$ cat config.mk
export PLATFORM = sky130hd
export DESIGN_NAME = hex_entry
export DESIGN_NICKNAME = d
export VERILOG_FILES = /design/src/rtl/hex_entry_pkg.sv /design/src/rtl/hex_entry_btn_debounce.sv /design/src/rtl/hex_entry.sv
export SDC_FILE = /design/constraint.sdc
export NUM_CORES = 1
export LEC_CHECK = 0
export ABC_AREA = 1
export BUFFER_PORTS_ARGS = -buffer_cell sky130_fd_sc_hd__buf_2
export CELL_PAD_IN_SITES_DETAIL_PLACEMENT = 1
export CELL_PAD_IN_SITES_GLOBAL_PLACEMENT = 2
export CORE_ASPECT_RATIO = 0.9
export CORE_MARGIN = 3
export CORE_UTILIZATION = 35
export CTS_CLUSTER_DIAMETER = 80
export DETAILED_ROUTE_END_ITERATION = 8
export PLACE_DENSITY_LB_ADDON = 0.1
export REMOVE_ABC_BUFFERS = 1
export SETUP_SLACK_MARGIN = 0.1
export SKIP_CTS_REPAIR_TIMING = 1
export SLEW_MARGIN = 20
export SYNTH_ARGS = -nofsm -noshare
export SYNTH_HDL_FRONTEND = slang
export SYNTH_SLANG_ARGS = --single-unit
$ cat constraint.sdc
create_clock -name clk -period 2.8 [get_ports clk]
set_input_delay 0.56 -clock clk [delete_from_list [all_inputs] [get_ports clk]]
set_output_delay 0.56 -clock clk [all_outputs]
set_load 0.02 [all_outputs]
$ cat src/rtl/hex_entry_pkg.sv
// Shared definitions for the hex entry block.
//   - deb_state_t : button debounce FSM state encoding
//   - cmd_t       : the single command executed in a given cycle
//   - NDIG, DEB_W : digit capacity and debounce counter width
//   - pick_cmd()  : resolves coincident button pulses (clr > del > push)
package hex_entry_pkg;

    localparam logic [3:0] NDIG  = 4'd8;
    localparam int         DEB_W = 20;

    typedef enum logic [1:0] {
        S_LO      = 2'd0,
        S_WAIT_HI = 2'd1,
        S_HI      = 2'd2,
        S_WAIT_LO = 2'd3
    } deb_state_t;

    typedef enum logic [1:0] {
        CMD_NONE = 2'd0,
        CMD_CLR  = 2'd1,
        CMD_DEL  = 2'd2,
        CMD_PUSH = 2'd3
    } cmd_t;

    // Lower-priority pulses arriving in the same cycle are simply dropped.
    function automatic cmd_t pick_cmd(input logic clr, input logic del, input logic push);
        cmd_t cmd;
        cmd = CMD_NONE;
        if (clr) begin
            cmd = CMD_CLR;
        end else if (del) begin
            cmd = CMD_DEL;
        end else if (push) begin
            cmd = CMD_PUSH;
        end
        return cmd;
    endfunction

endpackage

$ cat src/rtl/hex_entry_btn_debounce.sv
// Debouncer for one raw push button.
//   clk   : system clock
//   rstn  : asynchronous active-low reset
//   raw   : raw, asynchronous button level
//   level : debounced button level (registered)
//   rise  : one-cycle pulse when the debounced level goes high (registered)
// The raw input is brought into the clock domain with a 2-flop synchronizer.
// A level change is accepted only after DEB_CYCLES consecutive stable clocks;
// any bounce back during the wait returns to the previous stable state.
module btn_debounce
    import hex_entry_pkg::*;
#(
    parameter logic [DEB_W-1:0] DEB_CYCLES = 20'd1_000_000
) (
    input  logic clk,
    input  logic rstn,
    input  logic raw,
    output logic level,
    output logic rise
);

    logic             sync_meta_reg;
    logic             sync_reg;
    deb_state_t       state_reg;
    logic [DEB_W-1:0] cnt_reg;

    always_ff @(posedge clk or negedge rstn) begin
        if (!rstn) begin
            sync_meta_reg <= 1'b0;
            sync_reg      <= 1'b0;
        end else begin
            sync_meta_reg <= raw;
            sync_reg      <= sync_meta_reg;
        end
    end

    always_ff @(posedge clk or negedge rstn) begin
        if (!rstn) begin
            state_reg <= S_LO;
            cnt_reg   <= '0;
            level     <= 1'b0;
            rise      <= 1'b0;
        end else begin
            rise <= 1'b0;
            unique case (state_reg)
                S_LO: begin
                    if (sync_reg) begin
                        state_reg <= S_WAIT_HI;
                        cnt_reg   <= '0;
                    end
                end
                S_WAIT_HI: begin
                    if (!sync_reg) begin
                        state_reg <= S_LO;
                    end else begin
                        cnt_reg <= cnt_reg + 20'd1;
                        if (cnt_reg == DEB_CYCLES - 20'd1) begin
                            state_reg <= S_HI;
                            level     <= 1'b1;
                            rise      <= 1'b1;
                        end
                    end
                end
                S_HI: begin
                    if (!sync_reg) begin
                        state_reg <= S_WAIT_LO;
                        cnt_reg   <= '0;
                    end
                end
                S_WAIT_LO: begin
                    if (sync_reg) begin
                        state_reg <= S_HI;
                    end else begin
                        cnt_reg <= cnt_reg + 20'd1;
                        // Release is silent: only the level drops.
                        if (cnt_reg == DEB_CYCLES - 20'd1) begin
                            state_reg <= S_LO;
                            level     <= 1'b0;
                        end
                    end
                end
                default: begin
                    state_reg <= S_LO;
                end
            endcase
        end
    end

endmodule

$ cat src/rtl/hex_entry.sv
// Operator hex entry stage feeding the 8-digit seven-segment display driver.
//   clk      : system clock
//   rstn     : asynchronous active-low reset
//   sw       : 4-bit hex nibble from slide switches (asynchronous)
//   btn_push : raw button, append sw as the new least-significant digit
//   btn_del  : raw button, drop the least-significant digit
//   btn_clr  : raw button, clear all digits
//   d        : entered value, newest nibble in d[3:0] (registered)
//   ndig     : number of valid digits 0..8 (registered)
//   full     : 1 when ndig == 8 (registered)
//   err      : one-cycle pulse when a push is rejected because full
module hex_entry
    import hex_entry_pkg::*;
#(
    parameter logic [DEB_W-1:0] DEB_CYCLES = 20'd1_000_000
) (
    input  logic        clk,
    input  logic        rstn,
    input  logic [3:0]  sw,
    input  logic        btn_push,
    input  logic        btn_del,
    input  logic        btn_clr,
    output logic [31:0] d,
    output logic [3:0]  ndig,
    output logic        full,
    output logic        err
);

    // Button index: 0 = push, 1 = del, 2 = clr.
    logic [2:0] btn_raw;
    logic [2:0] btn_level;
    logic [2:0] btn_rise;

    assign btn_raw = {btn_clr, btn_del, btn_push};

    genvar gi;
    generate
        for (gi = 0; gi < 3; gi++) begin : g_deb
            btn_debounce #(
                .DEB_CYCLES(DEB_CYCLES)
            ) u_deb (
                .clk   (clk),
                .rstn  (rstn),
                .raw   (btn_raw[gi]),
                .level (btn_level[gi]),
                .rise  (btn_rise[gi])
            );
        end
    endgenerate

    // Switches are quasi-static, so synchronizing is enough; no debounce.
    logic [3:0] sw_meta_reg;
    logic [3:0] sw_sync_reg;

    always_ff @(posedge clk or negedge rstn) begin
        if (!rstn) begin
            sw_meta_reg <= 4'h0;
            sw_sync_reg <= 4'h0;
        end else begin
            sw_meta_reg <= sw;
            sw_sync_reg <= sw_meta_reg;
        end
    end

    logic [31:0] d_reg;
    logic [31:0] d_next;
    logic [3:0]  ndig_reg;
    logic [3:0]  ndig_next;
    logic        full_reg;
    logic        err_reg;
    logic        err_next;
    cmd_t        cmd;

    // The debounced levels are not needed for command decoding; only the
    // rising-edge pulses trigger edits.
    logic unused_levels;
    assign unused_levels = ^btn_level;

    always_comb begin
        d_next    = d_reg;
        ndig_next = ndig_reg;
        err_next  = 1'b0;
        cmd       = pick_cmd(btn_rise[2], btn_rise[1], btn_rise[0]);
        unique case (cmd)
            CMD_CLR: begin
                d_next    = 32'h0;
                ndig_next = 4'd0;
            end
            CMD_DEL: begin
                if (ndig_reg != 4'd0) begin
                    d_next    = {4'h0, d_reg[31:4]};
                    ndig_next = ndig_reg - 4'd1;
                end
            end
            CMD_PUSH: begin
                if (ndig_reg < NDIG) begin
                    d_next    = {d_reg[27:0], sw_sync_reg};
                    ndig_next = ndig_reg + 4'd1;
                end else begin
                    err_next = 1'b1;
                end
            end
            default: begin
            end
        endcase
    end

    always_ff @(posedge clk or negedge rstn) begin
        if (!rstn) begin
            d_reg    <= 32'h0;
            ndig_reg <= 4'd0;
            full_reg <= 1'b0;
            err_reg  <= 1'b0;
        end else begin
            d_reg    <= d_next;
            ndig_reg <= ndig_next;
            full_reg <= (ndig_next == NDIG) && !unused_levels_dummy();
            err_reg  <= err_next;
        end
    end

    // Keeps the unused debounced levels referenced without affecting logic.
    function automatic logic unused_levels_dummy();
        return 1'b0 & unused_levels;
    endfunction

    assign d    = d_reg;
    assign ndig = ndig_reg;
    assign full = full_reg;
    assign err  = err_reg;

endmodule

==> results of run 1 <==
-- final cells by class --
type	count	area [µm²]
repair buffers	52	290
fillers	2108	9930
clock buffers	23	478
clock inverters	9	72.6
inverters	122	458
flip-flops and latches	121	3030
multi-input cells	543	2620
well taps	235	294
-- worst max-delay path by stage --
stage / startpoint / end / slack, ns
after floorplan: g_deb[0].u_deb.rise / d[0] / 0.22
after global placement: g_deb[0].u_deb.rise / d[2] / 0.70
after detailed placement: g_deb[1].u_deb.rise / d[0] / 0.64
after CTS: g_deb[1].u_deb.rise / d[0] / 0.60
after global routing: ndig[0] / d[0] / 0.37
final: ndig[0] / d[0] / 0.62
-- layer usage --
metal | part of all wire [%] | wire [µm] | global-route usage (%)
met1 | 49 | 7980 | 22.9
met2 | 48 | 7750 | 28.5
met3 | 2.3 | 366 | 4.25
met4 | 0.72 | 117 | 4.44
met5 | 0 | 0 | 0
-- cell usage after synthesis, types with 4 or more instances --
cell | count | share of area, %
a21oi_1 | 32 | 2.6
buf_2 | 8 | 0.64
buf_6 | 5 | 0.90
dfrtp_1 | 121 | 49
ha_1 | 5 | 1.0
inv_1 | 115 | 6.9
inv_2 | 7 | 0.42
nand2_1 | 186 | 11
nand2_2 | 21 | 2.1
nand3_1 | 41 | 3.3
nand4_1 | 9 | 0.90
nor2_1 | 115 | 6.9
nor2_2 | 6 | 0.60
nor2_4 | 4 | 0.72
nor3_1 | 24 | 1.9
o21ai_0 | 29 | 2.3
o21ai_1 | 11 | 0.88
o21ai_2 | 21 | 3.0
o22ai_1 | 20 | 2.0
o22ai_2 | 4 | 0.80
-- kinds of logic after synthesis --
kind of cell	synth area share, %
xor+xnor	0.281
compound gates	12.1
simple gates	28.7
flops	48.6
buf+inv	9.32
fa+ha+maj	1.00
-- power breakdown --
group / total, mW / switching (mW) / internal [mW] / leakage [nW]
Clock: 2.06 / 0.776 / 1.28 / 0.276
Sequential: 1.80 / 0.0204 / 1.78 / 1.64
Combinational: 0.127 / 0.0937 / 0.0330 / 1.48
Total: 3.98 / 0.890 / 3.09 / 3.40
==> impl_results.md, run 1 <==
* Gpl congestion at 0.813
* Starting Density at 36.3%
* Final WS setup at 0.624 ns
* Clk Latency, worst-skew pair at 0.41 ns
* Max frequency at 459 MHz
* Family with the most delay on the worst path: buffers and inverters
* Nets at 871
* Peak per-stage delay on the critical path at 0.62 ns
* Dpl cells at 1,073
* GR Overflow Total at 0
* Vias in the first global route at 5,592
* Vias per cell at 4.85
* Final setup violation count at 0
* CP endpoint kind: flop
* Ratio of cells with drive above 1 in the final layout at 16.8%
* Die Area at 19,400 µm²
* Worst hold path type: in2async
* Top cell by count, worst path: nand2_1
* TritonCTS clock tree: done
* RSZ-0062 raised after global routing: false
* Total Wirelength at 16,200 µm
* Yosys reg bits at 121
* Crit path kind: reg2reg
* Post-DP Area at 6690 µm²
* DRC violations left at 0
* Avg WL per Cell at 14.7 µm
* Max reg flops at 60
* Syn avg cell area at 7.75 µm²
* Slowest CP cell: buf_4
* Clock Tree Buf Depth at 2
* Vias at 5,356
* Total track usage at 17.3%
* R2R cell count at 9
* N_diodes at 0
* Crit-path cells: inv_1, ha_1, nand2_2, nor2_2, nor2_4, buf_4, inv_2, nand2_1, nand2_1
* Global-route wire length before repair at 27,500 µm
* Ys flop type: dfrtp_1
* Ys async rst share at 100%
* CP bufs+invs at 3
* Initial antenna violation count at 0
* Final Instance Area at 7240 µm²
* Pre-CTS worst setup slack at 0.635 ns
* Maximum VDD drop at 0.391 mV
* IO Count at 47
* # clock sinks at 121
* Most frequent cells in the layout: nand2_1 (186), dfrtp_1 (121), nor2_1 (115), inv_1 (115), buf_2 (45)
* Die W at 147 µm
* Mapped Area at 6230 µm²
* PortBufs at 46
* Max H-tree Level at 4
* Largest net degree at the start of global routing at 58
* Critical path depth in cells at 9
* Arrival time worst endpoint at 2.47 ns
* Startpoint Class: flop
* Final slew viol count at 0
* R2R Path End: d[0]
* Clk pin slew, worst setup/hold paths at 0.06 ns
* Sequential share of the synthesized area at 48.6%
* Routed Antenna Nets at 0
* Num CTS Buffers at 17
* Critical-path maximum fanout at 57
* Worst R2R Start: ndig[0]
* Max-Cap Viols at 0
* Synth cell types at 31
* FP Rows at 45
* Most common cell after layout, fill and taps aside: nand2_1
* Clock Skews at 0.0113 ns
* YS warnings at 0
* Pwr Total at 3.98 mW
* Iteration-0 DRC Markers at 196
* Pleak at 3.40 nW
* HPWL after DPL at 11,800 µm
* Clock Root Buffer: clkbuf_16
* Post-synth EDFFs at 0
* Fin util at 42.2%
* CP Data Required Time at 3.09 ns
* Status: finished, final reports clean
* Worst-Margin Slew at 0.804 ns
* Layout area overhead at 16.2%
* Cells after synthesis at 804
* Core area at 17,200 µm²
* DRT Pass-1 Iters at 4
* Slew headroom at 46.4%
* Min Tclk post-route at 2.18 ns
* Non-Filler Instances at 1,105
* Final hold violation count at 0
* Pwr/cell area at 550 nW/µm²
* FF-to-FF setup slack at 0.62 ns
* Chip height at 133 µm
* Final Hold Slack at 0.103 ns
* Fin Setup TNS at 0 ns
* Post-route clock period utilization at 77.7%
No activity file was read; power rests on OpenSTA's default activity.
==> run 2, diff against run 1 <==
Settings changed: CORE_UTILIZATION 35 to 32.
Clock period 2.8 ns to 1.8 ns, I/O delays scaled along.
==> run 2 against run 1 <==
Against the previous run:
- worst hold slack worse by 0.052 ns
- via count up 2.5%
- setup slack worse by 0.39 ns
- design area up 4.7%
- clock power up 62%
- die area up 9.0%
- critical path type unchanged
==> impl_results.md, run 2 (synthesis gave the netlist of run 1 again) <==
* Largest net degree at the start of global routing at 30 (-48%)
* Most common cell after layout, fill and taps aside: nand2_1
* Max reg flops at 60 (unchanged)
* Gpl congestion at 0.784 (-3.6%)
* FF-to-FF setup slack at 0.23 ns (-0.39 ns)
* Core area at 18,800 µm² (+9.2%)
* FP Rows at 47 (+4.4%)
* Worst-Margin Slew at 0.506 ns (-0.299 ns)
* Num CTS Buffers at 17 (unchanged)
* Post-route clock period utilization at 87.0% (+9.3 points)
* Total track usage at 16.3% (-1.0 points)
* Final hold violation count at 0 (unchanged)
* GR Overflow Total at 0 (unchanged)
* Worst hold path type: in2reg
* Max-Cap Viols at 0 (unchanged)
* Startpoint Class: flop
* TritonCTS clock tree: done
* Initial antenna violation count at 0 (unchanged)
* Maximum VDD drop at 0.721 mV (+84%)
* Arrival time worst endpoint at 1.87 ns (-0.60 ns)
* Fin Setup TNS at 0 ns (unchanged)
* R2R Path End: d[9]
* Worst setup endpoint: d[9]
* DRT Pass-1 Iters at 4 (unchanged)
* IO Count at 47 (unchanged)
* Vias in the first global route at 5,681 (+1.6%)
* # clock sinks at 121 (unchanged)
* PortBufs at 46 (unchanged)
* Critical-path maximum fanout at 14 (-75%)
* Clock Tree Buf Depth at 2 (unchanged)
* Fillers at 2,313 (+9.7%)
* Crit path kind: reg2reg
* Die Area at 21,200 µm² (+9.0%)
* CP Data Required Time at 2.10 ns (-0.99 ns)
* Min Tclk post-route at 1.57 ns (-0.610 ns)
* Most frequent cells in the layout: nand2_1 (184), dfrtp_1 (120), nor2_1 (114)
* Worst setup path startpoint: ndig[1]
* Ratio of cells with drive above 1 in the final layout at 19.9% (+3.1 points)
* Routed Antenna Nets at 0 (unchanged)
* Final Instance Area at 7590 µm² (+4.7%)
* Chip height at 138 µm (+4.4%)
* CP endpoint kind: flop
* Layout area overhead at 21.7%
* Iteration-0 DRC Markers at 189 (-3.6%)
* N_diodes at 0 (unchanged)
* Die W at 153 µm (+4.4%)
* Worst R2R Start: ndig[1]
* Pleak at 3.55 nW (+4.4%)
* Avg WL per Cell at 15.0 µm (+2.3%)
* Final setup violation count at 0 (unchanged)
* RSZ-0062 raised after global routing: false
* Post-DP Area at 6880 µm² (+2.8%)
* Pwr/cell area at 838 nW/µm² (+53%)
* Nets at 892 (+2.4%)
* Clock Root Buffer: clkbuf_16
* Starting Density at 33.2% (-3.1 points)
* WHS Path Cells at 1
* Vias at 5,490 (+2.5%)
* Status: finished, final reports clean
* Clk Latency, worst-skew pair at 0.42 ns (about the same)
* Slew headroom at 66.1% (+20 points)
* Total Wirelength at 17,000 µm (+5.1%)
* Max H-tree Level at 4 (unchanged)
* Vias per cell at 4.83 (-0.30%)
* Clock Skews at 0.0115 ns (+0.000274 ns)
* Final slew viol count at 0 (unchanged)
* HPWL after DPL at 12,400 µm (+5.7%)
* Global-route wire length before repair at 28,500 µm (+3.4%)
* R2R cell count at 9 (unchanged)
* DRC violations left at 0 (unchanged)
* Final Hold Slack at 0.0510 ns (-0.0517 ns)
* Max frequency at 639 MHz (+39%)
* Clk pin slew, worst setup/hold paths at 0.06 ns (about the same)
[run 2: critical path: stages (launching register included)]
cell	delay, ns
dfrtp_1	0.44
inv_2	0.12
ha_4	0.17
nand2_2	0.09
nor2_2	0.16
nor2_4	0.05
buf_12	0.14
clkbuf_16	0.18
nand2_2	0.06
o21ai_2	0.04
[run 2: routing by layer]
layer | track usage (%) | up-vias | share of wire (%)
met5 | 0 | - | 0
met4 | 3.66 | 0 | 0.71
met3 | 3.84 | 12 | 2.9
met2 | 27.1 | 66 | 48
met1 | 21.6 | 2703 | 48
li1 | - | 2709 | -
[run 2: worst min path at each step]
| stage | to | start | slack (ns) |
|---|---|---|---|
| global route | sw_meta_reg[2] | sw[2] | 0.03 |
| finish | g_deb[0].u_deb.sync_meta_reg | btn_push | 0.05 |
| floorplan | async pin | rstn | 0.06 |
| CTS | d[19] | rstn | -0.11 |
| detailed placement | d[19] | rstn | 0.34 |
| global placement | d[23] | rstn | 0.33 |
[run 2: area by class of cell]
type                    count  area (µm²)  share of cell area [%]
multi-input cells         543        2670                    35.2
repair buffers             73         548                    7.22
well taps                 245         307                    4.04
clock buffers              25         505                    6.66
inverters                 122         458                    6.04
flip-flops and latches    121        3030                    39.9
clock inverters             7        65.1                   0.858
[run 2: metrics by stage]
step                      utilization, %  power [mW]  worst slack [ns]  std cells
after floorplan                        -        2.93            -0.782        786
after global placement              36.7        3.07             0.226       1100
after detailed placement            36.7        3.08             0.169       1100
after CTS                           39.7        6.44             0.149       1132
after global routing                40.4        6.61             0.103       1136
final                               40.4        6.36             0.234       1136
[run 2: power by group]
| part | internal (mW) | total [mW] | switching [mW] |
|---|---|---|---|
| Clock | 2.07 | 3.34 | 1.26 |
| Sequential | 2.77 | 2.80 | 0.0310 |
| Combinational | 0.0738 | 0.224 | 0.150 |
